`src/rtl/march_bist_ctrl.sv`:
```
`default_nettype none
// ============================================================================
//  Module   : march_bist_ctrl
//  Purpose  : March C- memory BIST controller. Sequences the six March C-
//             elements over addresses 0..LAST_ADDR, drives the memory command
//             bus, compares read data (2-cycle read latency) against the
//             expected background and captures the first mismatch.
//  Ports    : clk, rst         - clock (rising edge), async active-high reset
//             start            - request one test (ignored while busy)
//             busy, done       - test in progress / finished (done sticky)
//             fail, fail_*     - sticky mismatch flag and first-mismatch info
//             write_read       - memory command, 1 = write, 0 = read
//             address, wdata   - memory address and write data
//             rdata            - memory read data (valid 2 cycles after read)
//  Revision : 1.0 - initial release
// ============================================================================
module march_bist_ctrl #(
  parameter int DATA_WIDTH = 8,
  parameter int ADDR_WIDTH = 4,
  parameter int LAST_ADDR  = 2**ADDR_WIDTH-1
) (
  input  logic                  clk,
  input  logic                  rst,
  input  logic                  start,
  output logic                  busy,
  output logic                  done,
  output logic                  fail,
  output logic [2:0]            fail_elem,
  output logic [ADDR_WIDTH-1:0] fail_addr,
  output logic [DATA_WIDTH-1:0] fail_exp,
  output logic [DATA_WIDTH-1:0] fail_data,
  output logic                  write_read,
  output logic [ADDR_WIDTH-1:0] address,
  output logic [DATA_WIDTH-1:0] wdata,
  input  logic [DATA_WIDTH-1:0] rdata
);

  localparam logic [2:0] c_st_idle  = 3'd0;
  localparam logic [2:0] c_st_setup = 3'd1;
  localparam logic [2:0] c_st_run   = 3'd2;
  localparam logic [2:0] c_st_drain = 3'd3;
  localparam logic [2:0] c_st_done  = 3'd4;

  localparam logic [2:0] c_last_elem = 3'd5;
  localparam logic [ADDR_WIDTH-1:0] c_last_addr = ADDR_WIDTH'(LAST_ADDR);

  // Sequencer state
  logic [2:0]            r_state;
  logic [2:0]            r_elem;
  logic [ADDR_WIDTH-1:0] r_addr;
  logic                  r_phase;   // two-op elements: 0 = read slot, 1 = write slot
  logic                  r_drain;   // DRAIN cycle counter (2 cycles)

  logic [2:0]            w_state_nxt;
  logic [2:0]            w_elem_nxt;
  logic [ADDR_WIDTH-1:0] w_addr_nxt;
  logic                  w_phase_nxt;
  logic                  w_drain_nxt;

  // Per-element decode
  logic                  w_two_op;
  logic                  w_down;
  logic                  w_nxt_down;
  logic                  w_at_last;
  logic                  w_is_write;
  logic                  w_rd_issue;
  logic                  w_accept;
  logic [DATA_WIDTH-1:0] w_bg_wr;
  logic [DATA_WIDTH-1:0] w_exp_rd;

  // Read-compare pipeline, two stages to match the memory read latency
  logic                  r_p1_vld, r_p2_vld;
  logic [DATA_WIDTH-1:0] r_p1_exp, r_p2_exp;
  logic [ADDR_WIDTH-1:0] r_p1_addr, r_p2_addr;
  logic [2:0]            r_p1_elem, r_p2_elem;
  logic                  w_mismatch;

  // M1..M4 are read+write elements; M0 is write-only and M5 is read-only.
  assign w_two_op   = (r_elem >= 3'd1) && (r_elem <= 3'd4);
  assign w_down     = (r_elem == 3'd3) || (r_elem == 3'd4);
  // Direction of the element that follows the current one.
  assign w_nxt_down = (r_elem == 3'd2) || (r_elem == 3'd3);
  assign w_at_last  = w_down ? (r_addr == '0) : (r_addr == c_last_addr);
  // Write background: ones for M1 (w1) and M3 (w1), zeros otherwise.
  assign w_bg_wr    = {DATA_WIDTH{(r_elem == 3'd1) || (r_elem == 3'd3)}};
  // Read expectation: ones for M2 (r1) and M4 (r1), zeros otherwise.
  assign w_exp_rd   = {DATA_WIDTH{(r_elem == 3'd2) || (r_elem == 3'd4)}};
  assign w_is_write = w_two_op ? r_phase : (r_elem == 3'd0);
  assign w_rd_issue = (r_state == c_st_run) && !w_is_write;
  assign w_accept   = start && ((r_state == c_st_idle) || (r_state == c_st_done));
  assign w_mismatch = r_p2_vld && (rdata != r_p2_exp);

  // --------------------------------------------------------------------------
  // State register
  // --------------------------------------------------------------------------
  always_ff @(posedge clk or posedge rst) begin
    if (rst) begin
      r_state <= c_st_idle;
      r_elem  <= 3'd0;
      r_addr  <= '0;
      r_phase <= 1'b0;
      r_drain <= 1'b0;
    end else begin
      r_state <= w_state_nxt;
      r_elem  <= w_elem_nxt;
      r_addr  <= w_addr_nxt;
      r_phase <= w_phase_nxt;
      r_drain <= w_drain_nxt;
    end
  end

  // --------------------------------------------------------------------------
  // Next-state logic
  // --------------------------------------------------------------------------
  always_comb begin
    w_state_nxt = r_state;
    w_elem_nxt  = r_elem;
    w_addr_nxt  = r_addr;
    w_phase_nxt = r_phase;
    w_drain_nxt = r_drain;
    case (r_state)
      c_st_idle, c_st_done: begin
        if (start) begin
          w_state_nxt = c_st_setup;
          w_elem_nxt  = 3'd0;
          w_addr_nxt  = '0;
          w_phase_nxt = 1'b0;
        end
      end
      c_st_setup: begin
        // Address was already loaded with the element's first address.
        w_state_nxt = c_st_run;
        w_phase_nxt = 1'b0;
      end
      c_st_run: begin
        if (w_two_op && !r_phase) begin
          w_phase_nxt = 1'b1;
        end else begin
          w_phase_nxt = 1'b0;
          if (w_at_last) begin
            if (r_elem == c_last_elem) begin
              w_state_nxt = c_st_drain;
              w_drain_nxt = 1'b0;
            end else begin
              w_state_nxt = c_st_setup;
              w_elem_nxt  = r_elem + 3'd1;
              w_addr_nxt  = w_nxt_down ? c_last_addr : '0;
            end
          end else begin
            w_addr_nxt = w_down ? (r_addr - 1'b1) : (r_addr + 1'b1);
          end
        end
      end
      c_st_drain: begin
        if (r_drain) w_state_nxt = c_st_done;
        else         w_drain_nxt = 1'b1;
      end
      default: w_state_nxt = c_st_idle;
    endcase
  end

  // --------------------------------------------------------------------------
  // Output logic
  // --------------------------------------------------------------------------
  always_comb begin
    busy       = 1'b0;
    done       = 1'b0;
    write_read = 1'b0;
    address    = '0;
    wdata      = '0;
    case (r_state)
      c_st_setup: begin
        // Write data is presented here, a cycle ahead of the first write,
        // because the memory samples write data one cycle late.
        busy    = 1'b1;
        address = r_addr;
        wdata   = w_bg_wr;
      end
      c_st_run: begin
        busy       = 1'b1;
        address    = r_addr;
        wdata      = w_bg_wr;
        write_read = w_is_write;
      end
      c_st_drain: begin
        busy  = 1'b1;
        wdata = w_bg_wr;
      end
      c_st_done: begin
        done = 1'b1;
      end
      default: ;
    endcase
  end

  // --------------------------------------------------------------------------
  // Read-compare pipeline: carries expected word, address and element along
  // with the read until its data returns on rdata.
  // --------------------------------------------------------------------------
  always_ff @(posedge clk or posedge rst) begin
    if (rst) begin
      r_p1_vld  <= 1'b0;
      r_p1_exp  <= '0;
      r_p1_addr <= '0;
      r_p1_elem <= 3'd0;
      r_p2_vld  <= 1'b0;
      r_p2_exp  <= '0;
      r_p2_addr <= '0;
      r_p2_elem <= 3'd0;
    end else begin
      r_p1_vld  <= w_rd_issue;
      r_p1_exp  <= w_exp_rd;
      r_p1_addr <= r_addr;
      r_p1_elem <= r_elem;
      r_p2_vld  <= r_p1_vld;
      r_p2_exp  <= r_p1_exp;
      r_p2_addr <= r_p1_addr;
      r_p2_elem <= r_p1_elem;
    end
  end

  // --------------------------------------------------------------------------
  // First-mismatch capture; cleared only by an accepted start or reset.
  // --------------------------------------------------------------------------
  always_ff @(posedge clk or posedge rst) begin
    if (rst) begin
      fail      <= 1'b0;
      fail_elem <= 3'd0;
      fail_addr <= '0;
      fail_exp  <= '0;
      fail_data <= '0;
    end else if (w_accept) begin
      fail      <= 1'b0;
      fail_elem <= 3'd0;
      fail_addr <= '0;
      fail_exp  <= '0;
      fail_data <= '0;
    end else if (w_mismatch && !fail) begin
      fail      <= 1'b1;
      fail_elem <= r_p2_elem;
      fail_addr <= r_p2_addr;
      fail_exp  <= r_p2_exp;
      fail_data <= rdata;
    end
  end

endmodule
`default_nettype wire

```
`config.mk`:
```
export PLATFORM = sky130hd
export DESIGN_NAME = march_bist_ctrl
export DESIGN_NICKNAME = d
export VERILOG_FILES = /design/src/rtl/march_bist_ctrl.sv
export SDC_FILE = /design/constraint.sdc
export NUM_CORES = 1
export LEC_CHECK = 0
export BUFFER_PORTS_ARGS = -buffer_cell sky130_fd_sc_hd__buf_2
export CORE_ASPECT_RATIO = 0.75
export CORE_MARGIN = 2
export CORE_UTILIZATION = 58
export CTS_CLUSTER_SIZE = 24
export DETAILED_ROUTE_END_ITERATION = 6
export GPL_ROUTABILITY_DRIVEN = 0
export PLACE_DENSITY_LB_ADDON = 0.15
export REMOVE_ABC_BUFFERS = 1
export SKIP_CTS_REPAIR_TIMING = 1
export SYNTH_ARGS = -nofsm -noshare
export SYNTH_HDL_FRONTEND = slang
export SYNTH_SLANG_ARGS = --single-unit
```
`constraint.sdc`:
```
create_clock -name clk -period 3.5 [get_ports clk]
set_input_delay 0.7 -clock clk [delete_from_list [all_inputs] [get_ports clk]]
set_output_delay 0.7 -clock clk [all_outputs]
set_load 0.02 [all_outputs]
```
==> summary.md <==
| Metric | Value |
|---|---|
| Status | `finished, final reports clean` |
| Rows | `19` |
| Setup TNS | `0 ns` |
| Hold Path Depth | `0` |
| Die H | `58.6 um` |
| Post-synth EDFFs | `0` |
| Worst-case clock buffer depth | `2` |
| Endpoints failing setup | `0` |
| PortBufs | `49` |
| Startpoint types | `flop` |
| Drt wl/cell | `13.4 um` |
| Seq/Total Area, Yosys | `50.9%` |
| Post-route cell area | `0.00260 mm2` |
| CP Max Fanout | `7` |
| DP Worst Slack | `1.07 ns` |
| Drt drc | `0` |
| Arr. time, crit path | `2.05 ns` |
| Layout Nets | `275` |
| Ratio of cells with drive above 1 in the final layout | `28.4%` |
| Pwr Density | `565 mW/mm2` |
| Slowest cell on crit path | `dfrtp_1` |
| Rel. slew slack | `36.5%` |
| Final wirelength | `4130 um` |
| FMAX | `363 MHz` |
| R2R cell count | `9` |
| Share of the clock period used by the worst path | `78.6%` |
| First-pass GRT wire length | `7120 um` |
| Initial drt markers | `66` |
| Starting density of the core | `61.9%` |
| Vias/cell | `5.48` |
| I/O pin count | `50` |
| Routed Antenna Nets | `0` |
| Post-Syn Area per Cell | `10.4 um2` |
| Total gr overflow | `0` |
| Num CTS Buffers | `5` |
| GRT Total Usage | `20.4%` |
| Crit. End Element | `output port` |
| CP delay by family, top | `flip-flops` |
| Clk root buf | `clkbuf_8` |
| Yosys cell types | `47` |
| Clk_skew | `0.00332 ns` |
| MaxCap Viol Count | `0` |
| Worst-skew pair later-pin latency | `0.30 ns` |
| RSZ-0062 raised after global routing | `false` |
| Pins over their slew limit | `0` |
| Post-Synthesis Cells | `222` |
| Largest net degree at the start of global routing | `48` |
| Initial antenna violation count | `0` |
| Critical Path RT | `2.80 ns` |
| DP HPWL | `2910 um` |
| TritonRoute pass-1 iters | `4` |
| Top cell by count, worst path | `nor2_1` |
| Vias in the first global route | `1557` |
| Clk slew on worst S/H paths | `0.08 ns` |
| Final Hold Fails | `0` |
| Largest stage delay, worst path | `0.45 ns` |
| Die area | `0.00451 mm2` |
| Post-synth ARST share | `100%` |
| Clk sinks | `47` |
| Via Count | `1694` |
| Worst Tran Pin Value | `0.952 ns` |
| Lkg Pwr | `1.33 nW` |
| Floorplan die width | `76.8 um` |
| ANT cells | `0` |
| Cells after DPL | `301` |
| CTS H-tree lvls | `2` |
| TritonCTS clock tree | `built` |
| Synthesis-to-finish area growth | `12.6%` |
| Crit path time final | `2.75 ns` |
| Setup ws final | `0.748 ns` |
| Core Region | `0.00373 mm2` |
| Crit path depth | `8` |
| Main flop type after synthesis | `dfrtp_1` |
| Final Non-Filler Cells | `309` |
| Post-synth design cell area | `0.00231 mm2` |
| Crit path cell chain | `inv_1 > ha_1 > nor3_1 > nor2_1 > o21a_1 > a31oi_1 > nor2_1 > buf_2` |
| Worst vdd ir | `0.450 mV` |
| Worst hold path class | `reg2reg` |
| Yosys warns | `0` |
| Placed inst area | `0.00248 mm2` |
| Worst Setup Path Type | `reg2out` |
| Yosys reg bits | `47` |
| Worst path buffer plus inverter count | `2` |
## layout by cell type (no fill, tap or decap), types with 2 or more instances in the layout
| cell | n |
|---|---|
| inv_1 | 9 |
| nor3_1 | 7 |
| o31ai_2 | 2 |
| nand3_1 | 20 |
| nor2b_1 | 2 |
| xor2_1 | 2 |
| and2_1 | 3 |
| clkbuf_8 | 6 |
| o31ai_1 | 2 |
| mux2i_1 | 3 |
| o21ai_0 | 20 |
| a21oi_1 | 3 |
| ha_1 | 7 |
| nand4_1 | 3 |
| nor2_1 | 11 |
| dfrtp_1 | 47 |
| a21o_1 | 5 |
| a211oi_1 | 2 |
| nand2_1 | 24 |
| a22o_1 | 2 |
| buf_2 | 49 |
## flip-flops by register name, summed over array words and instances, names as in the netlist
signal	flops
r_p2_addr	4
fail	1
fail_data	8
r_p1_elem	3
fail_elem	3
r_drain	1
r_p2_exp	1
r_elem	3
r_state	3
r_phase	1
r_p2_vld	1
r_addr	4
fail_addr	4
r_p1_exp	1
r_p2_elem	3
fail_exp	1
r_p1_addr	4
r_p1_vld	1
## cells by family after synthesis
logic type	share of synthesized area [%]
xor gates and xnor gates	1.14
adders and majority gates	4.66
buffers and inverters	8.08
and+or+nand+nor	19.0
DFF	50.9
AOI/OAI and AO/OA	13.3
muxes	2.93
## power breakdown
| group | total (mW) | internal (mW) | switching, mW |
|---|---|---|---|
| Clock | 0.416 | 0.235 | 0.181 |
| Sequential | 0.669 | 0.594 | 0.0753 |
| Combinational | 0.383 | 0.139 | 0.243 |
## routing by layer
layer	GRT usage, %	vias up	routed length [um]
met5	0	-	0
met4	9.61	0	69
met3	4.29	8	208
met2	33.7	48	1910
met1	26.6	814	1940
li1	-	824	-
## layout make-up
| cell class | count | area (um2) |
|---|---|---|
| Clock buffer | 6 | 82.6 |
| Clock inverter | 2 | 38.8 |
| Fill cell | 299 | 1130 |
| Inverter | 10 | 37.5 |
| Multi-Input combinational cell | 142 | 946 |
| Sequential cell | 47 | 1180 |
| Tap cell | 52 | 65.1 |
| Timing Repair Buffer | 50 | 253 |
## cell usage after synthesis (all sizes together), types with 2 or more instances
cell    count  area share, %
xor2        2           0.76
nor4        3            1.7
nor2b       2           0.54
nand4       3           0.81
dfrtp      47             51
inv        10            1.6
mux2i       4            2.3
a21oi       4            1.0
ha          7            3.8
nand2      24            3.9
nand3      20            4.3
and2        4            1.1
clkbuf      6           0.98
nor2       12            2.1
o21ai      20            4.3
o31ai       4            1.7
nor3        7            1.5
a22o        3            1.2
a211oi      2           0.65
a21o        5            1.6
buf        17            5.5
## path summary, 6_finish.rpt
path,start,end,slack (ns)
max,r_elem[1],write_read,0.75
min,r_p1_exp[0],r_p2_exp[0],0.35
max reg2reg,r_elem[0],r_addr[3],1.03
min reg2reg,r_p1_exp[0],r_p2_exp[0],0.35
max in group asynchronous,rst,fail_elem[1],2.33
min in group asynchronous,rst,r_p1_addr[0],0.60
## metrics by stage
step / utilization [%] / hold slack (ns) / power (mW)
after floorplan: - / 0.331 / 0.947
after global placement: 66.4 / 0.332 / 1.06
after detailed placement: 66.4 / 0.335 / 1.06
after CTS: 69.6 / 0.354 / 1.48
after global routing: 69.6 / 0.353 / 1.55
final: 69.6 / 0.351 / 1.47
(Power assumes the default switching activity.)
